### src/rtl/regfile_pkg.sv
// ============================================================================
// Module : regfile_pkg
// Brief  : Shared register-file constants for the writeback arbiter slice.
// Rev    : 1.0 - initial release
// ============================================================================
`default_nettype none

package regfile_pkg;
    localparam int XLEN       = 32;
    localparam int REG_ADDR_W = 5;
    localparam int NUM_REGS   = 32;
    localparam logic [REG_ADDR_W-1:0] REG_ZERO = '0;
endpackage

`default_nettype wire

### src/rtl/rr_arbiter.sv
// ============================================================================
// Module : rr_arbiter
// Brief  : Combinational round-robin arbiter; scan starts at ptr, wraps mod N.
// Rev    : 1.0 - initial release
// ============================================================================
`default_nettype none

module rr_arbiter #(
    parameter  int N     = 2,
    localparam int IDX_W = (N > 1) ? $clog2(N) : 1
) (
    input  logic [N-1:0]     req,
    input  logic [IDX_W-1:0] ptr,
    output logic [N-1:0]     gnt,
    output logic [IDX_W-1:0] gnt_idx
);

    logic             w_found;
    logic [IDX_W:0]   w_sum;
    logic [IDX_W-1:0] w_idx;

    always_comb begin
        gnt     = '0;
        gnt_idx = '0;
        w_found = 1'b0;
        w_sum   = '0;
        w_idx   = '0;
        for (int k = 0; k < N; k++) begin
            w_sum = {1'b0, ptr} + (IDX_W+1)'(k);
            if (w_sum >= (IDX_W+1)'(N)) begin
                w_sum = w_sum - (IDX_W+1)'(N);
            end
            w_idx = w_sum[IDX_W-1:0];
            if (!w_found && req[w_idx]) begin
                w_found      = 1'b1;
                gnt[w_idx]   = 1'b1;
                gnt_idx      = w_idx;
            end
        end
    end

endmodule

`default_nettype wire

### src/rtl/regfile_wb_arbiter.sv
// ============================================================================
// Module : regfile_wb_arbiter
// Brief  : Round-robin share of the register-file write port plus a RAW busy
//          scoreboard. Optional macro REGFILE_WB_BYPASS_EN adds write forwarding.
// Rev    : 1.0 - initial release
// ============================================================================
`default_nettype none

module regfile_wb_arbiter #(
    parameter int NUM_REQ    = 3,
    parameter int XLEN       = regfile_pkg::XLEN,
    parameter int REG_ADDR_W = regfile_pkg::REG_ADDR_W
) (
    input  logic                          clk,
    input  logic                          rst,
    input  logic [NUM_REQ-1:0]            req_valid,
    output logic [NUM_REQ-1:0]            req_ready,
    input  logic [NUM_REQ*REG_ADDR_W-1:0] req_rd_addr,
    input  logic [NUM_REQ*XLEN-1:0]       req_rd_data,
    input  logic                          alloc_valid,
    input  logic [REG_ADDR_W-1:0]         alloc_addr,
    input  logic [REG_ADDR_W-1:0]         rs1_addr,
    input  logic [REG_ADDR_W-1:0]         rs2_addr,
    output logic                          rs1_busy,
    output logic                          rs2_busy,
`ifdef REGFILE_WB_BYPASS_EN
    output logic                          rs1_fwd,
    output logic                          rs2_fwd,
    output logic [XLEN-1:0]               rs1_fwd_data,
    output logic [XLEN-1:0]               rs2_fwd_data,
`endif
    output logic                          rd_en,
    output logic [REG_ADDR_W-1:0]         rd_addr,
    output logic [XLEN-1:0]               rd_data
);

    import regfile_pkg::*;

    localparam int PTR_W = (NUM_REQ > 1) ? $clog2(NUM_REQ) : 1;
    localparam logic [REG_ADDR_W-1:0] c_ZERO = REG_ADDR_W'(REG_ZERO);

    logic [PTR_W-1:0]      r_rr_ptr;
    logic [NUM_REGS-1:0]   r_busy;
    logic [NUM_REGS-1:0]   w_busy_nxt;
    logic [NUM_REQ-1:0]    w_req;
    logic [NUM_REQ-1:0]    w_gnt;
    logic [PTR_W-1:0]      w_gnt_idx;
    logic [PTR_W-1:0]      w_ptr_nxt;
    logic                  w_xfer;
    logic [REG_ADDR_W-1:0] w_sel_addr;
    logic [XLEN-1:0]       w_sel_data;

    // Masking requests during reset keeps every ready low while rst is high.
    assign w_req = rst ? '0 : req_valid;

    rr_arbiter #(
        .N (NUM_REQ)
    ) u_arb (
        .req     (w_req),
        .ptr     (r_rr_ptr),
        .gnt     (w_gnt),
        .gnt_idx (w_gnt_idx)
    );

    assign req_ready  = w_gnt;
    assign w_xfer     = |w_gnt;
    assign w_sel_addr = req_rd_addr[int'(w_gnt_idx)*REG_ADDR_W +: REG_ADDR_W];
    assign w_sel_data = req_rd_data[int'(w_gnt_idx)*XLEN +: XLEN];
    assign w_ptr_nxt  = (w_gnt_idx == PTR_W'(NUM_REQ-1)) ? '0 : w_gnt_idx + 1'b1;

    // Clear before set so a fresh allocation survives a same-cycle writeback.
    always_comb begin
        w_busy_nxt = r_busy;
        if (rd_en) begin
            w_busy_nxt[rd_addr] = 1'b0;
        end
        if (alloc_valid) begin
            w_busy_nxt[alloc_addr] = 1'b1;
        end
        w_busy_nxt[0] = 1'b0;
    end

    always_ff @(posedge clk) begin
        if (rst) begin
            r_rr_ptr <= '0;
            r_busy   <= '0;
            rd_en    <= 1'b0;
            rd_addr  <= '0;
            rd_data  <= '0;
        end else begin
            r_busy <= w_busy_nxt;
            rd_en  <= w_xfer && (w_sel_addr != c_ZERO);
            if (w_xfer) begin
                r_rr_ptr <= w_ptr_nxt;
                rd_addr  <= w_sel_addr;
                rd_data  <= w_sel_data;
            end
        end
    end

`ifdef REGFILE_WB_BYPASS_EN
    assign rs1_fwd      = rd_en && (rd_addr == rs1_addr) && (rs1_addr != c_ZERO);
    assign rs2_fwd      = rd_en && (rd_addr == rs2_addr) && (rs2_addr != c_ZERO);
    assign rs1_fwd_data = rd_data;
    assign rs2_fwd_data = rd_data;
    // A matching allocation this cycle means a newer producer, so keep the stall.
    assign rs1_busy = r_busy[rs1_addr] &&
                      !(rs1_fwd && !(alloc_valid && (alloc_addr == rs1_addr)));
    assign rs2_busy = r_busy[rs2_addr] &&
                      !(rs2_fwd && !(alloc_valid && (alloc_addr == rs2_addr)));
`else
    assign rs1_busy = r_busy[rs1_addr];
    assign rs2_busy = r_busy[rs2_addr];
`endif

endmodule

`default_nettype wire
### config.mk
export PLATFORM = sky130hd
export DESIGN_NAME = regfile_wb_arbiter
export DESIGN_NICKNAME = d
export VERILOG_FILES = /design/src/rtl/regfile_pkg.sv /design/src/rtl/rr_arbiter.sv /design/src/rtl/regfile_wb_arbiter.sv
export SDC_FILE = /design/constraint.sdc
export NUM_CORES = 1
export LEC_CHECK = 0
export CAP_MARGIN = 20
export CORE_MARGIN = 10
export CORE_UTILIZATION = 45
export DETAILED_ROUTE_END_ITERATION = 10
export PLACE_DENSITY = 0.92
export SLEW_MARGIN = 0
export SYNTH_ARGS = -nofsm -noshare
export SYNTH_HDL_FRONTEND = slang
export SYNTH_HIERARCHICAL = 1
export SYNTH_SLANG_ARGS = --single-unit
### constraint.sdc
create_clock -name clk -period 5.8 [get_ports clk]
set_input_delay 1.74 -clock clk [delete_from_list [all_inputs] [get_ports clk]]
set_output_delay 1.74 -clock clk [all_outputs]
set_load 0.01 [all_outputs]
==> results.toml <==
[timing]
setup_viol = 0
period_needed_ns = 5.64
hold_viol_final = 0
tns_ns = 0
slew_headroom = 0.271
grt_setup_unrepaired = "false"
clock_skew_ns = 0.0129
max_freq_ghz = 0.177
worst_slew_pin_slew_ns = 1.09
slew_viol_final = 0
timing.final.crit_share = 0.973

[yosys]
synth-main-ff-cell = "dfxtp_1"
synth.top_cells.by_area = "dfxtp_1 33%, mux2i_1 13%, nor2_1 6.8%, a211oi_1 6.3%, a21oi_1 5.7%"
yosysTopAreaCell = "dfxtp_1"
synth_top_area_share = 0.333
synth_edf_count = 0
ys_ff_latch = 71
synth_area_sq_um = 4270
synth-async-reset-ratio = 0
ys_warn_count = 6
yosysMostFrequentCell = "nor2_1"
avgSynthCellArea_sq_um = 7.99
seq_area_frac_synth = 0.333
yosys-top-cells-count = "77 x nor2_1, 71 x dfxtp_1, 57 x mux2i_1, 50 x nand2_1, 49 x a21oi_1"
synth_cell_type_count = 44
syn-num-nets = 670
postSynthCellCount = 534

[route]
drtPass1Iterations = 5
drc = 0
finalWirelength_microns = 16700
wl_per_cell_microns = 20.1
drtAntennaViolNets = 0
vias_per_cell = 5.73
drt_iter0_drc = 364
via_count = 4747

[die]
die_w_microns = 117
ios = 175
fp.coreArea_sq_um = 9240
fp.dieH_microns = 117
die-area_sq_um = 13800
start_util = 0.462
fp-row-count = 35

[setup_path]
worstPathCellList = "clkdlybuf4s50_1 > nor2b_1 > mux2i_1 > a211oi_1 > a31oi_1 > o22ai_1 > clkdlybuf4s50_1"
reg2reg_to = "rd_en"
end_kind = "output pin"
arrival_ns = 3.90
cp_slowest_stage_delay_ns = 0.61
required_ns = 4.06
cp_slowest_cell = "clkdlybuf4s50_1"
worst_path_most_repeated_cell = "clkdlybuf4s50_1"
cp-endpoint = "req_ready[0]"
rrSetupSlack_ns = 2.53
startpoint_type = "input port"
crit_type = "in2out"
r2r_start = "r_rr_ptr[1]"
path_max_fanout = 4
timing.critical_path.from = "req_valid[0]"
r2r_cells = 12

[pwr]
power_leakage_nw = 2.31
worst_ir_drop_vdd_mv = 0.261
powerDensity_nw_per_um2 = 442

[clock_network]
cts.path.max_buffers = 2
clock_latency_ns = 0.33
cts_buffers = 9
postCtsSetupBuffers = 0
htree_levels = 3
clk_pin_slew_worst_paths_ns = 0.08
cts_root_buffer = "clkbuf_8"
cts_tree = "yes"
clkSinkCount = 71

[global_route]
grt.total_usage = 0.228
grt_pass1_vias = 5011
antenna_found_initial = 5
grt_pass1_wl_microns = 26200
grt_max_degree = 72
grt_overflow = 0

[finish]
instances_no_fill = 829
layout-drive-gt1-share = 0.0576
nNetsFinal = 826
area_growth_pct = 47.9
final_core_util = 0.683

[status]
outcome = "finished clean"

[min_path]
min_path_type = "reg2reg"

[flow_run]
maxCapViolations = 0

[placement]
gp_congestion = 0.912
dp_cells = 808
dp_hpwl_microns = 12900
io_buffers = 174
[worst max-delay path, delay by kind of cell]
kind	cells	cell delay, ns
buf+inv	2	1.05
compound gates	3	0.62
simple gates	1	0.29
mux	1	0.19
[final cells by class]
type,instances,area [sq um]
clock inverter,6,115
timing repair buffer,185,1820
antenna,5,12.5
tap,129,161
clock buffer,10,138
multi-input combinational,416,2620
inverter,7,26.3
sequential,71,1420
fill,714,2930
[registers in the layout, summed over array words and instances, names as in the netlist]
register / cells
rd_data: 32
r_busy: 31
r_rr_ptr: 2
rd_addr: 5
rd_en: 1
[cells in the final DEF (no fill, tap or decap), types with 10 or more instances in the layout]
| cell | n |
|---|---|
| o21ai_0 | 28 |
| dfxtp_1 | 71 |
| nor2_1 | 76 |
| buf_4 | 11 |
| nand2_1 | 50 |
| clkbuf_8 | 10 |
| a211oi_1 | 36 |
| nand3_1 | 10 |
| clkdlybuf4s50_1 | 173 |
| a21oi_1 | 48 |
| nor3_1 | 35 |
| mux2i_1 | 57 |
[power by group]
group	switching [mW]	internal (mW)	leakage [nW]	total [mW]
Combinational	0.904	0.691	1.60	1.59
Sequential	0.0954	0.608	0.582	0.703
Clock	0.192	0.301	0.124	0.492
[through the flow]
step,hold slack [ns],cell area (sq um),worst slack [ns],total power [mW]
after detailed placement,0.488,6040,0.0845,2.29
after CTS,0.499,6290,0.0776,2.78
after floorplan,0.457,4270,1.17,1.71
final,0.501,6310,0.159,2.79
after global placement,0.475,6040,0.253,2.22
after global routing,0.518,6310,0.0576,2.99
[what timing repair did]
action / in CTS / in global routing
hold buffers: 0 / 0
endpoints found under the setup margin: 0 / 1
resized for setup: 0 / 1
[kinds of logic after synthesis]
| logic type | count (synthesis) | share of synthesized area |
|---|---|---|
| adder cells (fa/ha/maj) | 4 | 0.0117 |
| multiplexers | 63 | 0.167 |
| flip-flops | 71 | 0.333 |
| buffers and inverters | 47 | 0.0593 |
| AO/OA/AOI/OAI | 139 | 0.202 |
| AND/OR/NAND/NOR | 210 | 0.227 |
[worst min path at each step]
stage,start,end,cells past startpoint
floorplan,r_busy[17],r_busy[17],2
global placement,r_busy[22],r_busy[22],2
detailed placement,rd_data[20],rd_data[20],2
CTS,rd_data[10],rd_data[10],2
global route,rd_data[31],rd_data[31],2
finish,rd_data[20],rd_data[20],2
[metal layers]
metal	global-route usage	part of all wire
met2	0.385	0.49
met3	0.107	0.12
met5	0	0
met4	0.0923	0.037
met1	0.237	0.35
Power figures use the tool's default switching activity.
==> patch: new RTL, same flow settings <==
Make the reset (`rst`) asynchronous in one clocked block.
--- a/src/rtl/regfile_wb_arbiter.sv
+++ b/src/rtl/regfile_wb_arbiter.sv
@@ -81,5 +81,5 @@
     end
 
-    always_ff @(posedge clk) begin
+    always_ff @(posedge clk or posedge rst) begin
         if (rst) begin
             r_rr_ptr <= '0;
Check against the original RTL: differs if rst is asserted again (counterexample within 4 cycles, from zero or initial values and one cycle with rst high); with rst held inactive, the same outputs for 4 cycles.
==> patch against the original RTL <==
- synthesized cell count down 7.9%
- critical path type unchanged
- synthesized area increased by 1.4%
- sequential share of layout area grew 5.4 points
- final area grew 1.0%
- critical path depth unchanged
- total power rose by 16%
- global-route usage fell by 0.81 points
- hold slack improved by 0.030 ns
- largest cell class unchanged
- routed wire length is 7.2% lower
- worst setup slack lost 0.082 ns
- sequential cell count unchanged
- largest power group unchanged
==> patch: results (changes against the original RTL) <==
stage,metric,value,unit,change
run_status,status,finished clean,,
setup_path,"Slowest-stage cell, CP",clkdlybuf4s50_1,,
yosys,mux contribution to synthesized area,16.6,%,-0.14 points
timing,clock skew,0.0109,ns,-0.00190 ns
worst_hold_path,hold depth,2,,unchanged
global_route,initial antenna violation count,0,,-5
setup_path,RR Startpoint,r_rr_ptr[1]$_DFFE_PP0P_,,
global_route,total global-route track usage,21.9,%,-0.81 points
route,WL/cell,19.7,um,-2.1%
setup_path,R2R cell count,11,,-1
setup_path,largest fanout on the critical path,5,,+1
placed_design,post-DP HPWL,12.3,mm,-4.4%
pwr,Leak,2.46,nW,+6.9%
clock_tree,clock buffer depth,2,,unchanged
placed_design,pre-CTS setup slack,0.0407,ns,-0.0438 ns
worst_hold_path,HP Class,register to register,,
route,vias per inst,5.75,,+0.36%
layout,Nets,788,,-4.6%
setup_path,reg-to-reg endpoint,rd_en$_DFF_PP0_,,
layout,largest registers,"rd_data x32, r_busy x31, rd_addr x5",,
route,DRT iter0 DRCs,244,,-33%
yosys,Post-Synth Adder-Cell Area,1.16,%,-0.016 points
yosys,Post-Syn Nets,628,,-6.3%
layout,antenna cells,0,,-5
yosys,main area contributors after synthesis,"dfrtp_1 (41%), mux2i_1 (13%), a21oi_1 (9.4%), o21ai_0 (7.3%), nor2_1 (7.1%)",,
setup_path,max incr delay on CP,0.58,ns,-0.03 ns
setup_path,Crit path max-delay family,buffers and inverters,,
placed_design,Area after DPL,6150,um2,+1.8%
yosys,Compound-Gate Fraction of Synth Area,21.2,%,+1.1 points
clock_tree,Clock Latency Late Sink,0.35,ns,+0.02 ns
layout,share of cells above drive strength 1,6.85,%,+1.1 points
worst_hold_path,min-delay src,rd_data[10]$_DFFE_PP0P_,,
pwr,Peak VDD IR,0.000288,V,+10%
setup_path,Reg2Reg Setup Slack,2.45,ns,-0.08 ns
layout,Fillers,716,,+0.28%
timing,Worst Max-Slew Pin Slew,0.798,ns,-0.294 ns
timing,Hold Slack,0.531,ns,+0.0304 ns
route,DR pass1 iterations,7,,+2
yosys,"Seq/Total Area, Yosys",41.1,%,+7.8 points
global_route,vias in the first global route,4828,,-3.7%
yosys,"top cells by count, synth","nor2_1 (82), a21oi_1 (81), dfrtp_1 (71)",,
worst_hold_path,Worst Hold Endpoint,rd_data[10]$_DFFE_PP0P_,,
global_route,pin count of the biggest net entering global routing,74,,+2.8%
yosys,fraction of registers with async set or reset after synthesis,100,%,+100 points
placed_design,gpl congestion,0.951,,+4.3%
clock_tree,clk slew on worst S/H paths,0.08,ns,about the same
yosys,library cells used by synthesis,39,,-11%
global_route,global-route wire length before repair,25.2,mm,-3.8%
placed_design,Port Buf Inserts,174,,unchanged
## patch: worst register-to-register path, delay by kind of cell, from the launching register on
| family | cells | cell delay, ns |
|---|---|---|
| mux | 2 | 0.58 |
| simple gates | 2 | 0.56 |
| fa+ha+maj | 1 | 0.35 |
| buf+inv | 2 | 0.57 |
| flops | 1 | 0.42 |
| compound gates | 4 | 0.72 |
## patch: layout make-up
| type | count | area [um2] | share of cell area, % |
|---|---|---|---|
| clock inverters | 7 | 78.8 | 1.24 |
| well taps | 129 | 161 | 2.53 |
| multi-input cells | 382 | 2410 | 37.9 |
| inverters | 8 | 30.0 | 0.471 |
| flip-flops and latches | 71 | 1780 | 27.9 |
| clock buffers | 9 | 124 | 1.94 |
| repair buffers | 180 | 1790 | 28.0 |
## patch: worst max-delay path by stage
| stage | cells after the start | endpoint | startpoint | slack (ns) |
|---|---|---|---|---|
| floorplan | 5 | rs1_busy | rs1_addr[0] | 1.27 |
| global placement | 6 | rs1_busy | rs1_addr[0] | 0.26 |
| detailed placement | 7 | req_ready[0] | rst | 0.04 |
| CTS | 7 | req_ready[0] | rst | 0.04 |
| global route | 6 | rs2_busy | rs2_addr[0] | 0.04 |
| finish | 7 | req_ready[0] | rst | 0.08 |
## patch: power by group
group          leakage [nW]  total [W]  switching, W  internal (W)
combinational          1.58    0.00184       0.00100      0.000840
sequential            0.796   0.000977      0.000214      0.000763
clock                0.0929   0.000406      0.000203      0.000203
## patch: timing repair
action | 4_1_cts | 5_1_grt
resized for setup | 0 | 6
buffers inserted | 0 | 0
endpoints found under the setup margin | 0 | 2
## patch: kinds of logic (layout without fill, tap and decap cells)
family	count (synthesis)	count (layout)
AO/OA/AOI/OAI	169	169
adder cells (fa/ha/maj)	4	4
buffers and inverters	39	204
flip-flops	71	71
multiplexers	64	64
AND/OR/NAND/NOR	145	145
## patch: through the flow
stage	util, %	instances
final	68.6	786
after CTS	68.4	786
after global placement	66.2	770
after detailed placement	66.2	770
after floorplan	-	492
after global routing	68.6	786
## patch: per-layer routing
metal,vias to the layer above,share of wire (%),global-route usage (%)
met3,32,11,9.21
li1,2087,-,-
met1,2166,36,23.3
met5,-,0,0
met2,232,51,38.1
met4,0,2.4,7.81
